--- src/rtl/tl_sram_responder.sv ---
// TL-UH device-side responder that answers uncached Get/Put traffic from a
// single-port synchronous SRAM. One transaction is in flight at a time;
// unsupported opcodes and out-of-range addresses get denied responses.
module tl_sram_responder #(
  parameter int DataWidth    = 64,
  parameter int AddrWidth    = 56,
  parameter int SourceWidth  = 1,
  parameter int SinkWidth    = 1,
  parameter int MaxSize      = 6,
  parameter int RamAddrWidth = 10
) (
  input  logic                      clk_i,
  input  logic                      rst_ni,

  output logic                      host_a_ready,
  input  logic                      host_a_valid,
  input  logic [2:0]                host_a_opcode,
  input  logic [2:0]                host_a_param,
  input  logic [2:0]                host_a_size,
  input  logic [SourceWidth-1:0]    host_a_source,
  input  logic [AddrWidth-1:0]      host_a_address,
  input  logic [DataWidth/8-1:0]    host_a_mask,
  input  logic                      host_a_corrupt,
  input  logic [DataWidth-1:0]      host_a_data,

  input  logic                      host_d_ready,
  output logic                      host_d_valid,
  output logic [2:0]                host_d_opcode,
  output logic [1:0]                host_d_param,
  output logic [2:0]                host_d_size,
  output logic [SourceWidth-1:0]    host_d_source,
  output logic [SinkWidth-1:0]      host_d_sink,
  output logic                      host_d_denied,
  output logic                      host_d_corrupt,
  output logic [DataWidth-1:0]      host_d_data,

  output logic                      ram_req_o,
  output logic                      ram_we_o,
  output logic [RamAddrWidth-1:0]   ram_addr_o,
  output logic [DataWidth/8-1:0]    ram_wmask_o,
  output logic [DataWidth-1:0]      ram_wdata_o,
  input  logic [DataWidth-1:0]      ram_rdata_i
);

  localparam int Bytes   = DataWidth / 8;
  localparam int OffBits = $clog2(Bytes);
  // Wide enough for 2^(7-OffBits) beats, the largest a 3-bit size can encode.
  localparam int BeatW   = 8;

  localparam logic [2:0] OffSize = 3'(OffBits);
  localparam logic [2:0] MaxSz   = 3'(MaxSize);

  // A-channel opcodes
  localparam logic [2:0] OpPutFull = 3'd0;
  localparam logic [2:0] OpPutPart = 3'd1;
  localparam logic [2:0] OpArith   = 3'd2;
  localparam logic [2:0] OpLogic   = 3'd3;
  localparam logic [2:0] OpGet     = 3'd4;
  localparam logic [2:0] OpIntent  = 3'd5;

  // D-channel opcodes
  localparam logic [2:0] DAccessAck     = 3'd0;
  localparam logic [2:0] DAccessAckData = 3'd1;
  localparam logic [2:0] DHintAck       = 3'd2;

  typedef enum logic [2:0] {
    ST_IDLE,
    ST_READ,
    ST_WRITE,
    ST_ACK,
    ST_DENY
  } state_t;

  state_t                    state, state_next;
  logic [2:0]                cur_op, op_next;
  logic [2:0]                cur_size, size_next;
  logic [SourceWidth-1:0]    cur_source, source_next;
  logic [RamAddrWidth-1:0]   cur_word, word_next;
  logic [BeatW-1:0]          beats_left, beats_next;
  logic                      out_of_range, oor_next;

  logic [RamAddrWidth-1:0]   a_word;
  logic                      a_in_range;
  logic [BeatW-1:0]          a_beats;
  logic                      a_fire;
  logic                      d_fire;

  // Fields the responder deliberately does not interpret.
  logic unused_inputs;
  assign unused_inputs = ^{host_a_param, host_a_corrupt, host_a_address[OffBits-1:0]};

  // Number of data beats a transfer of the given log2 size occupies.
  function automatic logic [BeatW-1:0] beats_of(input logic [2:0] size);
    if (size <= OffSize) return BeatW'(1);
    return BeatW'(1) << (size - OffSize);
  endfunction

  function automatic logic is_put(input logic [2:0] op);
    return (op == OpPutFull) || (op == OpPutPart);
  endfunction

  // Requests whose denial still carries a data-shaped (corrupt) response.
  function automatic logic deny_with_data(input logic [2:0] op);
    return (op == OpGet) || (op == OpArith) || (op == OpLogic);
  endfunction

  assign a_word     = host_a_address[OffBits +: RamAddrWidth];
  assign a_in_range = ~|host_a_address[AddrWidth-1:OffBits+RamAddrWidth];
  assign a_beats    = beats_of(host_a_size);
  // Handshakes never complete while reset is held.
  assign a_fire     = rst_ni & host_a_valid;
  assign d_fire     = rst_ni & host_d_ready;

  assign host_d_param  = 2'b00;
  assign host_d_sink   = '0;
  assign host_d_size   = cur_size;
  assign host_d_source = cur_source;
  assign ram_wdata_o   = host_a_data;

  // Next-state, latched-request and channel/SRAM output decode.
  always_comb begin
    state_next     = state;
    op_next        = cur_op;
    size_next      = cur_size;
    source_next    = cur_source;
    word_next      = cur_word;
    beats_next     = beats_left;
    oor_next       = out_of_range;

    host_a_ready   = 1'b0;
    host_d_valid   = 1'b0;
    host_d_opcode  = DAccessAck;
    host_d_denied  = 1'b0;
    host_d_corrupt = 1'b0;
    host_d_data    = '0;

    ram_req_o      = 1'b0;
    ram_we_o       = 1'b0;
    ram_addr_o     = cur_word;
    ram_wmask_o    = '0;

    case (state)
      ST_IDLE: begin
        host_a_ready = rst_ni;
        if (a_fire) begin
          op_next     = host_a_opcode;
          size_next   = host_a_size;
          source_next = host_a_source;
          oor_next    = ~a_in_range;
          word_next   = a_word;
          case (host_a_opcode)
            OpGet: begin
              beats_next = a_beats;
              if (a_in_range) begin
                ram_req_o  = 1'b1;
                ram_addr_o = a_word;
                state_next = ST_READ;
              end else begin
                state_next = ST_DENY;
              end
            end
            OpPutFull, OpPutPart: begin
              if (a_in_range) begin
                ram_req_o   = 1'b1;
                ram_we_o    = 1'b1;
                ram_addr_o  = a_word;
                ram_wmask_o = host_a_mask;
              end
              word_next  = a_word + RamAddrWidth'(1);
              beats_next = a_beats - BeatW'(1);
              state_next = (a_beats == BeatW'(1)) ? ST_ACK : ST_WRITE;
            end
            OpArith, OpLogic: begin
              // Drain the remaining put beats before answering with a denial.
              if (a_beats == BeatW'(1)) begin
                beats_next = a_beats;
                state_next = ST_DENY;
              end else begin
                beats_next = a_beats - BeatW'(1);
                state_next = ST_WRITE;
              end
            end
            default: begin
              beats_next = BeatW'(1);
              state_next = ST_DENY;
            end
          endcase
        end
      end

      ST_READ: begin
        host_d_valid  = 1'b1;
        host_d_opcode = DAccessAckData;
        host_d_data   = ram_rdata_i;
        if (d_fire) begin
          if (beats_left == BeatW'(1)) begin
            state_next = ST_IDLE;
          end else begin
            // Fetch the next word now so it is ready on the following cycle.
            ram_req_o  = 1'b1;
            ram_addr_o = cur_word + RamAddrWidth'(1);
            word_next  = cur_word + RamAddrWidth'(1);
            beats_next = beats_left - BeatW'(1);
          end
        end
      end

      ST_WRITE: begin
        host_a_ready = rst_ni;
        if (a_fire) begin
          if (!out_of_range && is_put(cur_op)) begin
            ram_req_o   = 1'b1;
            ram_we_o    = 1'b1;
            ram_addr_o  = cur_word;
            ram_wmask_o = host_a_mask;
          end
          word_next  = cur_word + RamAddrWidth'(1);
          beats_next = beats_left - BeatW'(1);
          if (beats_left == BeatW'(1)) begin
            if (is_put(cur_op)) begin
              state_next = ST_ACK;
            end else begin
              beats_next = beats_of(cur_size);
              state_next = ST_DENY;
            end
          end
        end
      end

      ST_ACK: begin
        host_d_valid  = 1'b1;
        host_d_opcode = DAccessAck;
        host_d_denied = out_of_range;
        if (d_fire) state_next = ST_IDLE;
      end

      ST_DENY: begin
        host_d_valid  = 1'b1;
        host_d_denied = 1'b1;
        if (deny_with_data(cur_op)) begin
          host_d_opcode  = DAccessAckData;
          host_d_corrupt = 1'b1;
        end else if (cur_op == OpIntent) begin
          host_d_opcode = DHintAck;
        end
        if (d_fire) begin
          if (beats_left == BeatW'(1)) state_next = ST_IDLE;
          else                         beats_next = beats_left - BeatW'(1);
        end
      end

      default: state_next = ST_IDLE;
    endcase
  end

  // State register; reset discards any in-flight transaction.
  always_ff @(posedge clk_i) begin
    if (!rst_ni) state <= ST_IDLE;
    else         state <= state_next;
  end

  // Latched request fields; only meaningful while state is not Idle.
  always_ff @(posedge clk_i) begin
    cur_op       <= op_next;
    cur_size     <= size_next;
    cur_source   <= source_next;
    cur_word     <= word_next;
    beats_left   <= beats_next;
    out_of_range <= oor_next;
  end

  // Transfers larger than MaxSize are a host protocol violation.
  assert property (@(posedge clk_i) disable iff (!rst_ni)
    (host_a_valid && host_a_ready && state == ST_IDLE) |-> (host_a_size <= MaxSz));

endmodule
--- config.mk ---
export PLATFORM = sky130hd
export DESIGN_NAME = tl_sram_responder
export DESIGN_NICKNAME = d
export VERILOG_FILES = /design/src/rtl/tl_sram_responder.sv
export SDC_FILE = /design/constraint.sdc
export NUM_CORES = 1
export LEC_CHECK = 0
export BUFFER_PORTS_ARGS = -buffer_cell sky130_fd_sc_hd__buf_2
export CAP_MARGIN = 20
export CORE_AREA = 5 5 140 142
export CTS_CLUSTER_DIAMETER = 40
export DETAILED_ROUTE_END_ITERATION = 12
export DIE_AREA = 0 0 145 147
export SLEW_MARGIN = 15
export SYNTH_ARGS = -nofsm -noshare
export SYNTH_HDL_FRONTEND = slang
export SYNTH_SLANG_ARGS = --single-unit
--- constraint.sdc ---
create_clock -name clk_i -period 7 [get_ports clk_i]
set_input_delay 1.05 -clock clk_i [delete_from_list [all_inputs] [get_ports clk_i]]
set_output_delay 1.05 -clock clk_i [all_outputs]
set_load 0.005 [all_outputs]
# Word-level counts from Yosys, hierarchy flattened
# Index checks and enable logic that the tools add are counted.
# Widths: inputs -> output; s select.
[word_totals] latch_bits=0 ram_bits=0 out_inout_bits=162 memories=0 ff_bits=29 word_cells=129 rom_bits=0
[op_classes] reduce_logical=21 n_eq_ne=22 div=0 n_lt_le_gt_ge=2 mul=0 n_bitwise=2 mux=67 add_sub_neg=6 shift=2
[ops] op="$mux 8" n=16
[ops] op="$mux 10" n=8
[ops] op="$mux 64" n=1
[ops] op="$pmux 8 s3" n=2
[ops] op="$reduce_or 43->1" n=1
[ops] op="$pmux 10 s3" n=1
[ops] op="$mux 3" n=9
[ops] op="$add 10x1->10 const B" n=2
[ops] op="$mux 1" n=20
[ops] op="$pmux 10 s2" n=1
[ops] op="$eq 3x2->1 const B" n=6
[ops] op="$eq 8x1->1 const B" n=2
[ops] op="$pmux 8 s2" n=1
[ops] op="$shl 1x3->8 const A" n=2
[ops] op="$sub 8x1->8 const B" n=2
[ops] op="$eq 3x3->1 const B" n=4
[ops] op="$pmux 3 s4" n=1
[ops] op="$ne 2x2->1 const B" n=5
[ops] op="$eq 3x1->1 const B" n=3
[ops] op="$logic_not 3->1" n=3
[ops] op="$pmux 3 s3" n=1
[ops] op="$reduce_or 2->1" n=4
[ops] op="$le 3x2->1 const B" n=2
[ops] op="$reduce_and 6->1" n=1
[ops] op="other kinds (15)" n=24

# Logic depth before layout (Yosys ltp)
# Gate-level depths: netlist of run 1.
[depth] ltp_word=11 ltp_mapped=12

# Worst setup path after synthesis of run 1
# No wires, ideal clock.
[synth_timing] kind="input -> output" from="input host_a_address[52]" to="output ram_addr_o[3]" setup_slack_ns=3.414 path_stages=5 required_ns=5.950 arrival_time_ns=2.536 cell_sequence="nor4_1 -> nand4_1 -> nor4_4 -> o21ai_1 -> a221o_1"
[synth_via] elab_chain_len=5
[synth_lines] element="start: declaration" line="21" text="input logic [AddrWidth-1:0] host_a_address,"
[synth_lines] element="$reduce_or 43->1" line="108" text="assign a_in_range = ~|host_a_address[AddrWidth-1:OffBits+RamAddrWidth];"
[synth_lines] element="$mux 10" line="154, 163"
[synth_lines] element="$mux 10"
[synth_lines] element="$mux 10" line="145" text="if (a_fire) begin"
[synth_lines] element="$pmux 10 s2" line="142" text="case (state)"
[synth_lines] element="end: declaration" line="39" text="output logic [RamAddrWidth-1:0] ram_addr_o,"
# Every way passes these cells.

# Worst setup path after layout of run 1
[layout_timing] from="input host_a_address[15]" to="output ram_addr_o[9]"
# The elaborated chain is that of the path after synthesis.

==> results_dict.tcl, run 1 <==
set metrics [dict create \
    post-route-period-util_pct 61.0 \
    cpMaxStageDelayCell "nor4_2" \
    cp_data_required_time_ns 5.95 \
    dieArea_sq_um 21300 \
    grt_overflow 0 \
    cpPeakStageDelay_ns 0.84 \
    whs_ns 0.658 \
    cts_root_buffer "clkbuf_16" \
    layout.cells.most_common "buf_2" \
    crit_path_start_kind "input port" \
    setup_violations 0 \
    end_kind "primary output" \
    rows 50 \
    wl_microns 14400 \
    ctsHtreeMaxLevel 2 \
    grt_pass1_wl_microns 22100 \
    skew_ns 0.00470 \
    power.density_nw_per_um2 230 \
    synth-edff-count 26 \
    pre_cts_ws_ns 2.68 \
    first_global_vias 4091 \
    antenna_cells 0 \
    post_cts_buffers 0 \
    peakVddDrop_mv 0.113 \
    cts_sinks 29 \
    synth_ff_type "edfxtp_1" \
    synth_top_area_share_pct 20.2 \
    final_cells 887 \
    syn_avg_cell_area_sq_um 7.73 \
    cp_common_cell "buf_2" \
    numCtsBuffers 5 \
    dp_cells 879 \
    place_hpwl_microns 11800 \
    syn_inst 500 \
    grt_max_degree 76 \
    reg2reg_slack_ns 4.26 \
    power_leakage_nw 2.28 \
    syn2layout_area_growth_pct 26.1 \
    port_buffers 229 \
    synth.largest_area_cell "edfxtp_1" \
    yosysWarningCount 0 \
    rsz0062_at_grt "false" \
    crit_chain "buf_2 > nor4_1 > nand4_1 > nor4_2 > a222oi_1 > a21bo_2 > buf_2" \
    nets 866 \
    status "complete, no violations" \
    power_mw 1.12 \
    slew_violations 0 \
    async_flop_share_pct 0 \
    antenna_found_initial 0 \
    clkTransAtPathRegs_ns 0.05 \
    finalHoldViolations 0 \
    clk_latency_ns 0.28 \
    io_pins 369 \
    cp.arrival_ns 3.22 \
    max_freq_mhz 234 \
    hp-class "register to register" \
    tritoncts "built" \
    drive_gt1_share_pct 39.2 \
    ant_nets 0 \
    clk_path_buf_depth 2 \
    die_w_microns 145 \
    grt_use_total_pct 12.5 \
    ys_types 68 \
    gp_congestion 0.876 \
    setup_ws_ns 2.73 \
    wl_per_cell_microns 16.2 \
    initial_core_util_pct 21.1 \
    path_max_fanout 8 \
    tightest_slew_ns 0.922 \
    hold_buffers 0 \
    drtPass1Iterations 6 \
    drcViolationCount 0 \
    cts_resized 0 \
    mostFrequentLayoutCells "buf_2 (229), and2_1 (73), nand2_1 (39), o21ai_0 (26), edfxtp_1 (26)" \
    slew_headroom_pct 38.0 \
    ys_ff_latch 29 \
    synth_area_leaders "edfxtp_1 (20%), buf_4 (13%), and2_1 (12%)" \
    viasPerCell 4.80 \
    vias 4260 \
    core_sq_um 18300 \
    fin_setup_tns_ns 0 \
    cap_violations 0 \
    die-height_microns 147 \
    final.min_clock_period_ns 4.27 \
    crit_type "input port to primary output" \
    ys_seq_area_share_pct 21.7 \
    synth_area_sq_um 3870 \
    drtIter0Drc 317 \
]
==> flip-flops by register name (all words and copies together) (netlist names) <==
register and count:
cur_op 3, host_d_size 3, cur_word 10, state 3, out_of_range 1, beats_left 8, host_d_source 1
==> per-layer routing <==
| metal | vias up | wire [microns] | global-route usage [%] |
|---|---|---|---|
| met4 | 0 | 485 | 5.23 |
| met1 | 1898 | 5250 | 13.8 |
| met3 | 45 | 1410 | 2.68 |
| met5 | - | 0 | 0 |
| li1 | 2046 | - | - |
| met2 | 271 | 7200 | 23.2 |
==> critical path, delay by kind of cell <==
kind | cells | cell delay (ns)
AO/OA/AOI/OAI | 2 | 0.49
buffers and inverters | 2 | 0.24
AND/OR/NAND/NOR | 3 | 1.44
==> cells by family after synthesis <==
family	Yosys count	synth area share (%)
fa+ha+maj	7	2.26
buf+inv	102	16.8
other cells	1	0.0970
simple gates	236	35.6
compound gates	100	17.6
xor+xnor	19	4.30
flops	29	21.7
mux	6	1.59
==> cells in the mapped netlist, types with 7 or more instances <==
| library cell | number |
|---|---|
| inv_1 | 13 |
| ha_1 | 7 |
| a21oi_1 | 13 |
| nor4_1 | 13 |
| xnor2_1 | 13 |
| o21ai_0 | 26 |
| nor2_1 | 22 |
| nand2_1 | 39 |
| nor3_1 | 17 |
| nand3_1 | 16 |
| buf_4 | 68 |
| edfxtp_1 | 26 |
| nand4_1 | 10 |
| and2_1 | 73 |
| clkbuf_1 | 15 |
| nor2b_1 | 8 |
==> stage by stage <==
stage | instance area, sq um | util [%]
floorplan | 3880 | -
global placement | 4740 | 25.8
detailed placement | 4740 | 25.8
CTS | 4880 | 26.6
global route | 4880 | 26.6
finish | 4880 | 26.6
==> where the power goes <==
part / switching (mW) / internal, mW / total, mW
clock network: 0.0854 / 0.130 / 0.216
logic: 0.324 / 0.258 / 0.582
registers: 0.0710 / 0.253 / 0.324
==> cell type report <==
| cell class | count | area [sq um] |
|---|---|---|
| clock buffer | 5 | 125 |
| clock inverter | 3 | 17.5 |
| fill | 2007 | 13500 |
| inverter | 13 | 48.8 |
| multi-input combinational | 372 | 2390 |
| sequential | 29 | 841 |
| tap | 234 | 293 |
| timing repair buffer | 231 | 1160 |
==> worst paths after layout <==
path / end / startpoint / cells after the start
max: ram_addr_o[9] / host_a_address[15] / 7
min: cur_word[9]$_DFFE_PP_ / cur_word[9]$_DFFE_PP_ / 2
max reg2reg: beats_left[7]$_DFFE_PP_ / beats_left[0]$_DFFE_PP_ / 5
min reg2reg: cur_word[9]$_DFFE_PP_ / cur_word[9]$_DFFE_PP_ / 2
No activity file was read; power rests on OpenSTA's default activity.
==> run 2: changes to the inputs <==
==> constraint.sdc (replaced) <==
create_clock -name clk_i -period 3.95 [get_ports clk_i]
set_input_delay 0.5925 -clock clk_i [delete_from_list [all_inputs] [get_ports clk_i]]
set_output_delay 0.5925 -clock clk_i [all_outputs]
set_load 0.005 [all_outputs]
==> run 2 against run 1 <==
Compared with the run above: die area did not move; largest power group unchanged; largest cell class unchanged; clock power up 110%; flip-flop and latch count stayed put; via count is essentially flat; global-route usage increased by 0.21 points; critical path depth up 1; worst hold slack got worse by 0.17 ns; count of clock-buffer cells in the layout grew 2; register-to-register slack worse by 2.8 ns; critical path type is now register to primary output.
==> results_dict.tcl, run 2 (same netlist as run 1, synthesis figures left out) <==
set metrics [dict create \
    status "complete, no violations" \
    io_pins 369 \
    end_kind "primary output" \
    grt_use_total_pct 12.8 \
    cts_root_buffer "clkbuf_16" \
    wirelength_met1_microns 5340 \
    pwr-share-comb_pct 50.4 \
    antenna_cells 0 \
    peakVddDrop_mv 0.210 \
    tightest_slew_ns 1.04 \
    drcViolationCount 0 \
    syn2layout_area_growth_pct 28.3 \
    antenna_found_initial 0 \
    fin_setup_tns_ns 0 \
    worst_hold_startpoint "host_a_source" \
    cp_data_required_time_ns 3.36 \
    core_sq_um 18300 \
    cp.arrival_ns 2.78 \
    grt_overflow 0 \
    port_buffers 229 \
    clk_path_buf_depth 2 \
    holdPathStages 1 \
    crit_path_start_kind "register" \
    cts_resized 0 \
    reg2reg_depth 5 \
    route.met2.wl_microns 7100 \
    drtIter0Drc 296 \
    power.density_nw_per_um2 418 \
    final_cells 894 \
    slew_violations 0 \
    mostFrequentLayoutCells "buf_2 (229), and2_1 (73), nand2_1 (39), o21ai_0 (26), edfxtp_1 (26)" \
    numCtsBuffers 5 \
    top_regs "cur_word: 10 flops, beats_left: 8 flops" \
    max_freq_mhz 296 \
    finalHoldViolations 0 \
    largest_reg_flops 10 \
    die_w_microns 145 \
    r2r_start "state[1]$_SDFFE_PN0P_" \
    first_global_vias 4085 \
    dp_cells 886 \
    slew_headroom_pct 30.7 \
    clk_latency_ns 0.28 \
    initial_core_util_pct 21.1 \
    vias 4256 \
    dpl_cell_area_sq_um 4790 \
    drive_gt1_share_pct 39.7 \
    post_cts_buffers 0 \
    r2r-end "beats_left[5]$_DFFE_PP_" \
    hp-class "input port to register" \
    top_layer_used "met4" \
    ctsHtreeMaxLevel 2 \
    grt_max_degree 69 \
    power_leakage_nw 2.33 \
    cap_violations 0 \
    cts_sinks 29 \
    top_register "cur_word" \
    wl_microns 14400 \
    clkPwrFrac_pct 22.0 \
    power_switching_mw 0.838 \
    rows 50 \
    dieArea_sq_um 21300 \
    seqPwrFrac_pct 27.6 \
    fin_area_sq_um 4960 \
    place_hpwl_microns 11900 \
    path_max_fanout 7 \
    ant_nets 0 \
    nFillCells 1981 \
    clkTransAtPathRegs_ns 0.06 \
    crit_type "register to primary output" \
    rsz0062_at_grt "false" \
    post-route-period-util_pct 85.4 \
    min_to "host_d_source$_DFFE_PP_" \
    setup_violations 0 \
    skew_ns 0.0107 \
    drtPass1Iterations 5 \
    tritoncts "built" \
    grt_pass1_wl_microns 22300 \
    nets 873 \
    final.min_clock_period_ns 3.37 \
    swShare_pct 40.4 \
    wl_met3_microns 1380 \
    reg2reg_slack_ns 1.45 \
    hold_buffers 0 \
    p_int_mw 1.24 \
    viasPerCell 4.76 \
    die-height_microns 147 \
    gp_congestion 0.867 \
    layout.cells.most_common "buf_2" \
    wl_per_cell_microns 16.1 \
]
-- run 2: final cells by class --
| cell class | instances | area, sq um | area share [%] |
|---|---|---|---|
| clock buffer | 7 | 143 | 2.88 |
| clock inverter | 1 | 30.0 | 0.605 |
| inverter | 13 | 48.8 | 0.984 |
| multi-input combinational | 372 | 2390 | 48.2 |
| sequential | 29 | 841 | 16.9 |
| tap | 234 | 293 | 5.90 |
| timing repair buffer | 238 | 1210 | 24.5 |
-- run 2: power by group through the flow --
stage	registers (mW)	logic, mW	clock network [mW]
2_1_floorplan	0.517	0.730	0
3_3_place_gp	0.578	1.04	0
3_5_place_dp	0.579	1.05	0
4_1_cts	0.574	1.05	0.464
5_1_grt	0.591	1.17	0.477
6_report	0.573	1.04	0.456
-- run 2: worst max-delay path by stage --
| stage | from | endpoint | slack, ns | cells after the start |
|---|---|---|---|---|
| floorplan | host_a_size[0] | beats_left[3]$_DFFE_PP_ | 1.15 | 12 |
| global placement | host_a_address[15] | ram_addr_o[5] | 0.72 | 8 |
| detailed placement | host_a_address[15] | ram_wmask_o[7] | 0.70 | 7 |
| CTS | state[2]$_SDFFE_PN0P_ | ram_wmask_o[7] | 0.56 | 6 |
| global route | beats_left[1]$_DFFE_PP_ | ram_addr_o[7] | 0.37 | 8 |
| finish | beats_left[1]$_DFFE_PP_ | ram_addr_o[9] | 0.58 | 8 |
-- run 2: stage by stage --
stage / power [mW] / hold slack (ns) / setup slack, ns / util, %
6_report: 2.07 / 0.489 / 0.575 / 27.1
5_1_grt: 2.23 / 0.488 / 0.370 / 27.1
4_1_cts: 2.09 / 0.482 / 0.562 / 27.1
3_5_place_dp: 1.62 / 0.625 / 0.703 / 26.1
3_3_place_gp: 1.62 / 0.624 / 0.717 / 26.1
2_1_floorplan: 1.25 / 0.587 / 1.15 / -
-- run 2: worst max-delay path: stages (launching register included) --
cell,delay [ns]
edfxtp_1,0.42
inv_1,0.10
ha_1,0.15
or3b_2,0.46
o21ai_1,0.44
nor2_1,0.23
a222oi_1,0.31
a21bo_2,0.26
buf_2,0.14
-- run 2: per-layer routing --
layer	vias to the layer above	global-route usage, %
li1	2058	-
met1	1897	14.1
met2	256	23.1
met3	45	2.81
met4	0	6.07
met5	-	0
